[config.mk]
export PLATFORM = sky130hd
export DESIGN_NAME = bpf_multi_dispatch
export DESIGN_NICKNAME = d
export VERILOG_FILES = /design/src/rtl/bpf_multi_dispatch.sv
export SDC_FILE = /design/constraint.sdc
export NUM_CORES = 1
export LEC_CHECK = 0
export CORE_AREA = 3 3 228 230
export CTS_CLUSTER_DIAMETER = 60
export DETAILED_ROUTE_END_ITERATION = 16
export DIE_AREA = 0 0 231 233
export PLACE_DENSITY = 0.35
export SYNTH_ARGS = -nofsm -noshare
export SYNTH_HDL_FRONTEND = slang
export SYNTH_SLANG_ARGS = --single-unit
[constraint.sdc]
create_clock -name axi_aclk -period 3.45 [get_ports axi_aclk]
set_clock_uncertainty 0.15 [all_clocks]
set_input_delay 1.035 -clock axi_aclk [delete_from_list [all_inputs] [get_ports axi_aclk]]
set_output_delay 1.035 -clock axi_aclk [all_outputs]
set_load 0.02 [all_outputs]
[src/rtl/bpf_multi_dispatch.sv]
// Fans one snooper/forwarder pair out to N_VMS bpfvm instances: whole packets are
// steered round-robin to ready VMs on ingress, and finished VMs are granted the forwarder in turn.
module bpf_multi_dispatch #(
  parameter int N_VMS                  = 4,
  parameter int PACKET_BYTE_ADDR_WIDTH = 12,
  parameter int SNOOP_FWD_ADDR_WIDTH   = 9,
  localparam int DW = 2**(3+PACKET_BYTE_ADDR_WIDTH-SNOOP_FWD_ADDR_WIDTH),
  localparam int LW = SNOOP_FWD_ADDR_WIDTH+1,
  localparam int AW = SNOOP_FWD_ADDR_WIDTH
) (
  input  logic                axi_aclk,
  input  logic                axi_aresetn,
  input  logic [AW-1:0]       snooper_wr_addr,
  input  logic [DW-1:0]       snooper_wr_data,
  input  logic                snooper_wr_en,
  input  logic                snooper_done,
  output logic                ready_for_snooper,
  input  logic [AW-1:0]       forwarder_rd_addr,
  input  logic                forwarder_rd_en,
  input  logic                forwarder_done,
  output logic [DW-1:0]       forwarder_rd_data,
  output logic                ready_for_forwarder,
  output logic [LW-1:0]       len_to_forwarder,
  output logic [AW-1:0]       vm_snooper_wr_addr,
  output logic [DW-1:0]       vm_snooper_wr_data,
  output logic [N_VMS-1:0]    vm_snooper_wr_en,
  output logic [N_VMS-1:0]    vm_snooper_done,
  input  logic [N_VMS-1:0]    vm_ready_for_snooper,
  output logic [AW-1:0]       vm_forwarder_rd_addr,
  output logic [N_VMS-1:0]    vm_forwarder_rd_en,
  output logic [N_VMS-1:0]    vm_forwarder_done,
  input  logic [N_VMS*DW-1:0] vm_forwarder_rd_data,
  input  logic [N_VMS-1:0]    vm_ready_for_forwarder,
  input  logic [N_VMS*LW-1:0] vm_len_to_forwarder,
  input  logic                drop_cnt_clear,
  output logic [15:0]         num_packets_dropped
);

  localparam int PW = $clog2(N_VMS);

  typedef enum logic [1:0] {S_IDLE, S_FWD, S_DROP} snoop_state_e;
  typedef enum logic       {F_IDLE, F_BUSY}        fwd_state_e;

  snoop_state_e   r_snoop_state, w_snoop_state_nxt;
  logic [PW-1:0]  r_snoop_sel, w_snoop_sel_nxt;
  logic [PW-1:0]  r_snoop_ptr, w_snoop_ptr_nxt;
  fwd_state_e     r_fwd_state, w_fwd_state_nxt;
  logic [PW-1:0]  r_fwd_sel, w_fwd_sel_nxt;
  logic [PW-1:0]  r_fwd_ptr, w_fwd_ptr_nxt;
  logic [15:0]    r_drop_cnt;
  logic           w_drop_inc;
  logic [PW-1:0]  w_snoop_pick, w_fwd_pick;

  // First requester at or after ptr, wrapping past N_VMS-1 back to 0.
  function automatic logic [PW-1:0] rr_pick(input logic [N_VMS-1:0] req,
                                            input logic [PW-1:0]    ptr);
    logic [PW-1:0] pick;
    logic          found;
    logic [PW:0]   idx;
    pick  = '0;
    found = 1'b0;
    for (int k = 0; k < N_VMS; k++) begin
      idx = {1'b0, ptr} + (PW+1)'(k);
      if (idx >= (PW+1)'(N_VMS)) idx = idx - (PW+1)'(N_VMS);
      if (!found && req[idx[PW-1:0]]) begin
        pick  = idx[PW-1:0];
        found = 1'b1;
      end
    end
    return pick;
  endfunction

  function automatic logic [PW-1:0] next_idx(input logic [PW-1:0] sel);
    return (sel == PW'(N_VMS-1)) ? '0 : sel + 1'b1;
  endfunction

  assign w_snoop_pick         = rr_pick(vm_ready_for_snooper, r_snoop_ptr);
  assign w_fwd_pick           = rr_pick(vm_ready_for_forwarder, r_fwd_ptr);
  assign vm_snooper_wr_addr   = snooper_wr_addr;
  assign vm_snooper_wr_data   = snooper_wr_data;
  assign vm_forwarder_rd_addr = forwarder_rd_addr;
  assign num_packets_dropped  = r_drop_cnt;
  assign ready_for_forwarder  = (r_fwd_state == F_BUSY);

  // NOTE: every signal written here gets a default first, so no path can infer a latch.
  always_comb begin
    w_snoop_state_nxt = r_snoop_state;
    w_snoop_sel_nxt   = r_snoop_sel;
    w_snoop_ptr_nxt   = r_snoop_ptr;
    w_drop_inc        = 1'b0;
    vm_snooper_wr_en  = '0;
    vm_snooper_done   = '0;
    ready_for_snooper = 1'b1;
    unique case (r_snoop_state)
      S_IDLE: begin
        ready_for_snooper = |vm_ready_for_snooper;
        if (snooper_wr_en) begin
          if (|vm_ready_for_snooper) begin
            vm_snooper_wr_en[w_snoop_pick] = 1'b1;
            vm_snooper_done[w_snoop_pick]  = snooper_done;
            w_snoop_sel_nxt                = w_snoop_pick;
            w_snoop_ptr_nxt                = next_idx(w_snoop_pick);
            if (!snooper_done) w_snoop_state_nxt = S_FWD;
          end else if (snooper_done) begin
            w_drop_inc = 1'b1;
          end else begin
            w_snoop_state_nxt = S_DROP;
          end
        end
      end
      S_FWD: begin
        vm_snooper_wr_en[r_snoop_sel] = snooper_wr_en;
        vm_snooper_done[r_snoop_sel]  = snooper_done;
        if (snooper_done) w_snoop_state_nxt = S_IDLE;
      end
      S_DROP: begin
        if (snooper_done) begin
          w_drop_inc        = 1'b1;
          w_snoop_state_nxt = S_IDLE;
        end
      end
      default: w_snoop_state_nxt = S_IDLE;
    endcase
    // Nothing reaches a VM while reset is held, so an aborted packet never sees a done.
    if (!axi_aresetn) begin
      vm_snooper_wr_en = '0;
      vm_snooper_done  = '0;
    end
  end

  always_comb begin
    w_fwd_state_nxt    = r_fwd_state;
    w_fwd_sel_nxt      = r_fwd_sel;
    w_fwd_ptr_nxt      = r_fwd_ptr;
    vm_forwarder_rd_en = '0;
    vm_forwarder_done  = '0;
    forwarder_rd_data  = '0;
    len_to_forwarder   = '0;
    unique case (r_fwd_state)
      F_IDLE: begin
        if (|vm_ready_for_forwarder) begin
          w_fwd_sel_nxt   = w_fwd_pick;
          w_fwd_state_nxt = F_BUSY;
        end
      end
      F_BUSY: begin
        vm_forwarder_rd_en[r_fwd_sel] = forwarder_rd_en;
        forwarder_rd_data = vm_forwarder_rd_data[r_fwd_sel*DW +: DW];
        len_to_forwarder  = vm_len_to_forwarder[r_fwd_sel*LW +: LW];
        if (forwarder_done) begin
          vm_forwarder_done[r_fwd_sel] = 1'b1;
          w_fwd_ptr_nxt                = next_idx(r_fwd_sel);
          w_fwd_state_nxt              = F_IDLE;
        end
      end
      default: w_fwd_state_nxt = F_IDLE;
    endcase
    if (!axi_aresetn) begin
      vm_forwarder_rd_en = '0;
      vm_forwarder_done  = '0;
    end
  end

  // NOTE: state is updated with non-blocking assignments so every register samples pre-edge values.
  always_ff @(posedge axi_aclk) begin
    if (!axi_aresetn) begin
      r_snoop_state <= S_IDLE;
      r_snoop_sel   <= '0;
      r_snoop_ptr   <= '0;
      r_fwd_state   <= F_IDLE;
      r_fwd_sel     <= '0;
      r_fwd_ptr     <= '0;
      r_drop_cnt    <= '0;
    end else begin
      r_snoop_state <= w_snoop_state_nxt;
      r_snoop_sel   <= w_snoop_sel_nxt;
      r_snoop_ptr   <= w_snoop_ptr_nxt;
      r_fwd_state   <= w_fwd_state_nxt;
      r_fwd_sel     <= w_fwd_sel_nxt;
      r_fwd_ptr     <= w_fwd_ptr_nxt;
      if (drop_cnt_clear)
        r_drop_cnt <= w_drop_inc ? 16'd1 : 16'd0;
      else if (w_drop_inc && r_drop_cnt != 16'hFFFF)
        r_drop_cnt <= r_drop_cnt + 16'd1;
    end
  end

endmodule

==> impl_metrics.tcl, run 1 <==
set metrics [dict create \
    final_nets 1229 \
    syn_area_mm2 0.00467 \
    gr-total-overflow 0 \
    clkTransAtPathRegs_ps 70 \
    drv_cap 0 \
    drc 0 \
    core.rowCount 82 \
    cts_tree "built" \
    grt_max_degree 54 \
    ys_warn_count 0 \
    port_buffers 418 \
    cts_root_buf "clkbuf_16" \
    clkPwrFrac_pct 15.9 \
    die_width_um 231 \
    fmax_ghz 0.285 \
    critPathKind "input pin to primary output" \
    hold_violations 0 \
    cts_inserted_buffers 3 \
    yosysUniqueCellTypes 47 \
    critPathCaptureType "primary output" \
    final_cells 1496 \
    ys_seq_elements 27 \
    multiInputGateArea_mm2 0.00352 \
    hp-class "flop to flop" \
    startpoint "vm_ready_for_snooper[2]" \
    via_per_inst 3.49 \
    power_switching_uw 588 \
    avgSynthCellArea_um2 9.63 \
    worstMarginPinSlew_ps 738 \
    final-seq-area_um2 549 \
    grtUsageTotal_pct 10.7 \
    grt_pass1_wl_um 42100 \
    drive_gt1_share_pct 30.9 \
    power.density_mw_per_mm2 187 \
    place_inst 1486 \
    final_antenna_net_count 0 \
    vias 5216 \
    slew_viol_final 0 \
    power_frac_comb_pct 64.8 \
    finalCriticalPeriod_ps 3510 \
    syn_inst 485 \
    cp.arrival_ps 2320 \
    reg2reg_depth 6 \
    first_pass_iters 4 \
    internal_power_mw 1.16 \
    insertion_delay_ps 270 \
    switching_share_pct 33.7 \
    ys_seq_area_share_pct 11.6 \
    status "finished with violations" \
    cts_max_level 1 \
    utilization_pct 18.6 \
    reg2reg_from "r_snoop_state[0]$_SDFFE_PN0P_" \
    startpoint_type "input pin" \
    rsz0062_at_grt "true" \
    core_area_mm2 0.0501 \
    initial_core_util_pct 9.33 \
    r2r_slack_ps 1140 \
    area_delta_synth_final_pct 99.4 \
    grt_pass1_vias 5506 \
    p_leak_nw 3.45 \
    setup_ws_ps -58.2 \
    io_pins 583 \
    cts_buffer_depth 2 \
    crit_chain "buf_8, buf_6, or4_4, and3_4, nand2_4, a21oi_2, buf_4" \
    pre_cts_ws_ps -1140 \
    cts.sinks 27 \
    wl_per_cell_um 20.7 \
    crit_required_ps 2260 \
    relSlewSlack_pct 50.8 \
    worst_path_max_delay_cell "or4_4" \
    holdBufCountCts 0 \
    drtIter0Drc 178 \
    cp-endpoint "vm_snooper_done[0]" \
    wl_um 31000 \
    setup_viol 8 \
    fill_cells 5642 \
    reg2reg_to "num_packets_dropped[0]$_SDFFE_PN0P_" \
    final.period_utilization_pct 102 \
    antenna_found_initial 7 \
    max_stage_delay_ps 540 \
    violations "setup timing" \
    pwr-share-seq_pct 19.3 \
    die_area_mm2 0.0538 \
    ir_worst_vdd_mv 0.148 \
    cp_max_fo 5 \
    die_h_um 233 \
    synth_nets 890 \
    gp_congestion 0.777 \
    dpl.hpwl_um 26800 \
]
[power by group through the flow]
stage	combinational (mW)	sequential [mW]	clock, mW
after detailed placement	1.13	0.344	0
final	1.13	0.337	0.277
after global placement	1.13	0.344	0
after floorplan	0.603	0.340	0
after global routing	1.21	0.339	0.308
after CTS	1.12	0.337	0.292
[state kept, by name, summed over array words and instances (netlist names)]
register / count
r_snoop_sel: 2
r_snoop_ptr: 2
ready_for_forwarder: 1
r_fwd_sel: 2
num_packets_dropped: 16
r_fwd_ptr: 2
r_snoop_state: 2
[through the flow]
stage          total power [mW]  hold slack, ps  setup TNS, ps  instance area (um^2)
2_1_floorplan             0.943             329           -100                  4680
6_report                   1.74             371           -291                  9320
3_3_place_gp               1.48             362         -37430                  9220
3_5_place_dp               1.48             365         -37390                  9220
5_1_grt                    1.86             399           -690                  9310
4_1_cts                    1.75             379           -383                  9140
[synthesized netlist by cell type, drive strengths merged]
master / count / area, um^2
a21boi: 3 / 22.5
a21o: 1 / 7.51
a21oi: 17 / 85.1
a22oi: 1 / 12.5
a311oi: 1 / 8.76
and2: 80 / 500
and2b: 1 / 8.76
and3: 7 / 45.1
and4: 2 / 17.5
buf: 94 / 688
clkbuf: 20 / 75.1
dfxtp: 27 / 541
ha: 12 / 150
inv: 12 / 45.0
mux2i: 3 / 30.0
mux4: 74 / 1670
nand2: 25 / 93.8
nand2b: 2 / 12.5
nand3: 11 / 55.1
nand4: 7 / 50.1
nor2: 25 / 93.8
nor2b: 5 / 31.3
nor3: 7 / 35.0
nor3b: 3 / 22.5
nor4: 7 / 80.1
nor4b: 3 / 32.5
o211a: 1 / 10.0
o21a: 3 / 22.5
o21ai: 7 / 35.0
o221ai: 1 / 8.76
o22ai: 2 / 12.5
o2bb2a: 1 / 10.0
o31a: 1 / 8.76
o31ai: 1 / 7.51
or2: 2 / 15.0
or3: 3 / 18.8
or4: 1 / 7.51
xnor2: 12 / 105
[kinds of logic after synthesis]
family          synth area share [%]
buf+inv                         17.3
fa+ha+maj                       3.21
compound gates                  5.38
simple gates                    24.0
xor+xnor                        2.25
flops                           11.6
mux                             36.3
[worst max-delay path, delay by kind of cell]
kind	cells	cell delay [ps]
buffers and inverters	3	350
and+or+nand+nor	3	870
AOI/OAI and AO/OA	1	60
[per-layer routing]
layer | routed length, um | track usage (%)
met5 | 23 | 0
met4 | 271 | 0.930
met3 | 3330 | 4.33
met2 | 16200 | 20.0
met1 | 11200 | 11.8
[cell usage in the layout, fill, tap and decap left out, types with 3 or more instances in the layout]
| master | instances |
|---|---|
| buf_12 | 8 |
| ha_4 | 4 |
| buf_4 | 36 |
| a21oi_2 | 6 |
| mux2i_1 | 3 |
| and3_1 | 4 |
| nand2_1 | 21 |
| buf_6 | 25 |
| a21oi_1 | 10 |
| dlygate4sd2_1 | 32 |
| ha_1 | 8 |
| nor4_1 | 4 |
| buf_2 | 47 |
| nand2_4 | 4 |
| clkdlybuf4s50_1 | 283 |
| and2_4 | 21 |
| nor2_1 | 25 |
| dfxtp_1 | 24 |
| xnor2_1 | 12 |
| nor3_1 | 7 |
| o21ai_0 | 6 |
| clkbuf_16 | 3 |
| nand3_1 | 11 |
| and2_1 | 59 |
| nand4_1 | 6 |
| nor2b_1 | 5 |
| or3_1 | 3 |
| o21a_1 | 3 |
| dlymetal6s2s_1 | 13 |
| nor3b_1 | 3 |
| mux4_2 | 74 |
| inv_1 | 9 |
[worst min-delay path by stage]
| stage | slack (ps) | endpoint | start | depth (start not counted) |
|---|---|---|---|---|
| finish | 370 | r_fwd_ptr[1]$_SDFFE_PN0P_ | r_fwd_ptr[1]$_SDFFE_PN0P_ | 2 |
| global route | 400 | num_packets_dropped[15]$_SDFFE_PN0P_ | num_packets_dropped[15]$_SDFFE_PN0P_ | 2 |
| CTS | 380 | num_packets_dropped[15]$_SDFFE_PN0P_ | num_packets_dropped[15]$_SDFFE_PN0P_ | 2 |
| detailed placement | 370 | num_packets_dropped[15]$_SDFFE_PN0P_ | num_packets_dropped[15]$_SDFFE_PN0P_ | 2 |
| global placement | 360 | num_packets_dropped[15]$_SDFFE_PN0P_ | num_packets_dropped[15]$_SDFFE_PN0P_ | 2 |
| floorplan | 330 | r_fwd_ptr[1]$_SDFFE_PN0P_ | r_fwd_ptr[1]$_SDFFE_PN0P_ | 2 |
[final cells by class]
type	count	share of cell area [%]
Timing Repair Buffer	448	45.9
Sequential cell	27	5.90
Antenna cell	1	0.0269
Tap cell	672	9.03
Inverter	12	0.510
Multi-Input combinational cell	332	37.8
Clock buffer	4	0.846
[timing repair]
action	in CTS	in global routing
gates resized for setup	437	59
hold endpoints to repair	0	0
setup endpoints to repair	89	34
pin swaps	10	2
buffers inserted	4	1
Note: power is estimated with default switching activity, not from simulation.
==> run 2, diff against run 1 <==
CAP_MARGIN = 5   (was not set)
CORE_AREA = 5 5 224 226   (was 3 3 228 230)
DIE_AREA = 0 0 229 231   (was 0 0 231 233)
PLACE_DENSITY = 0.37   (was 0.35)
==> run 2 against run 1 <==
Compared with the run above: the flow still finishes with violations (setup timing); clock power increased by 2%; register-to-register slack gained 150 ps; fmax down 1.8%; worst setup slack worse by 64 ps; total power rose by 1.5%; utilization is 0.86 points higher; sequential share of layout area about the same; largest cell class unchanged; largest power group unchanged; highest routed layer unchanged.
==> impl_metrics.tcl, run 2 (synthesis results as in run 1) <==
set metrics [dict create \
    utilization_pct 19.5 \
    grt_max_degree 59 \
    cts_root_buf "clkbuf_16" \
    pre_cts_ws_ps -1240 \
    via_per_inst 3.57 \
    fmax_ghz 0.280 \
    vias 5190 \
    wl_met3_um 3060 \
    violations "setup timing" \
    drc 0 \
    area_delta_synth_final_pct 101 \
    holdBufCountCts 0 \
    cts.sinks 27 \
    core.rowCount 81 \
    drv_cap 0 \
    p_leak_nw 3.55 \
    wl_per_cell_um 21.3 \
    final_antenna_net_count 0 \
    gr-total-overflow 0 \
    slew_viol_final 0 \
    whs_path_depth 2 \
    final_cell_area_mm2 0.00937 \
    final_nets 1237 \
    setup_tns_ps -641 \
    setup_ws_ps -122 \
    gp_congestion 0.793 \
    topRoutingLayerUsed "met5" \
    status "finished with violations" \
    wl_um 31000 \
    crit_required_ps 2260 \
    startpoint_type "input pin" \
    drive_gt1_share_pct 31.8 \
    fill_cells 5356 \
    power.density_mw_per_mm2 189 \
    critPathCaptureType "primary output" \
    clkPwrFrac_pct 15.9 \
    power_frac_comb_pct 64.8 \
    setup_viol 7 \
    layout_common_cells "276 x clkdlybuf4s50_1, 74 x mux4_2, 58 x and2_1" \
    clkTransAtPathRegs_ps 70 \
    largest_reg_flops 16 \
    switching_share_pct 33.8 \
    grt_pass1_wl_um 43000 \
    power_switching_uw 599 \
    cts_tree "built" \
    grtUsageTotal_pct 11.0 \
    initial_core_util_pct 9.71 \
    io_pins 583 \
    core_area_mm2 0.0481 \
    wl_met1_um 11900 \
    die_width_um 229 \
    reg2reg_depth 5 \
    relSlewSlack_pct 55.7 \
    dpl.hpwl_um 27200 \
    hold_violations 0 \
    cts_inserted_buffers 3 \
    p_total_mw 1.77 \
    final.period_utilization_pct 104 \
    hp-class "flop to flop" \
    antenna_found_initial 5 \
    r2r_slack_ps 1290 \
    die_area_mm2 0.0529 \
    final_common_cell "clkdlybuf4s50_1" \
    placed_area_mm2 0.00930 \
    pwr-share-seq_pct 19.3 \
    insertion_delay_ps 270 \
    cp_max_fo 3 \
    wl_met2_um 15800 \
    die_h_um 231 \
    rsz0062_at_grt "true" \
    finalCriticalPeriod_ps 3570 \
    cp.arrival_ps 2390 \
    cts_max_level 1 \
    drtIter0Drc 148 \
    port_buffers 418 \
    internal_power_mw 1.17 \
    first_pass_iters 4 \
    critPathKind "input pin to primary output" \
    worstMarginPinSlew_ps 664 \
    cts_buffer_depth 2 \
    ir_worst_vdd_mv 0.159 \
    grt_pass1_vias 5542 \
]
[run 2: cell count changes in the layout (fill, tap and decap cells not counted), sizes merged]
cell and delta:
dlygate4sd2 +3, clkdlybuf4s15 -1, dlymetal6s2s +4, buf +8, clkdlybuf4s50 -7, clkbuf +1
[run 2: area by class of cell]
type                       count  area [um^2]  share of cell area (%)
multi-input combinational    332         3530                    37.6
timing repair buffer         456         4390                    46.8
inverter                      12         50.0                   0.534
sequential                    27          549                    5.86
antenna                        1         2.50                  0.0267
tap                          622          778                    8.31
clock buffer                   4         78.8                   0.841
[run 2: per-stage QoR]
step                cells  hold WS (ps)
detailed placement   1447           367
global placement     1447           353
finish               1454           376
CTS                  1453           380
floorplan             485           329
global route         1454           410
[run 2: layer usage]
| metal | GRT usage [%] | up-vias |
|---|---|---|
| li1 | - | 2383 |
| met1 | 12.5 | 2490 |
| met2 | 19.8 | 289 |
| met3 | 4.53 | 26 |
| met4 | 1.47 | 2 |
| met5 | 0 | - |
[run 2: power groups by stage]
stage	registers, mW	clock network [mW]	logic (mW)
floorplan	0.340	0	0.603
global placement	0.350	0	1.15
detailed placement	0.350	0	1.15
CTS	0.343	0.296	1.14
global route	0.345	0.305	1.23
finish	0.342	0.282	1.15
[run 2: worst paths after layout]
| kind | start | to |
|---|---|---|
| setup / recovery | vm_ready_for_snooper[2] | vm_snooper_wr_en[0] |
| hold / removal | r_fwd_ptr[1]$_SDFFE_PN0P_ | r_fwd_ptr[1]$_SDFFE_PN0P_ |
| setup reg to reg | num_packets_dropped[12]$_SDFFE_PN0P_ | num_packets_dropped[0]$_SDFFE_PN0P_ |
| hold reg to reg | r_fwd_ptr[1]$_SDFFE_PN0P_ | r_fwd_ptr[1]$_SDFFE_PN0P_ |
[run 2: critical path, cell delays in order]
cell	delay (ps)
buf_8	100
mux2i_1	130
nor2_1	70
a311oi_2	260
buf_4	190
buf_6	120
inv_6	40
ha_4	150
nand2_4	60
a21oi_2	60
buf_4	150
[run 2: timing repair]
| item | CTS | global route |
|---|---|---|
| resized for setup | 460 | 63 |
| endpoints found under the setup margin | 91 | 39 |
| setup buffers | 2 | 0 |
| pin swaps | 8 | 2 |
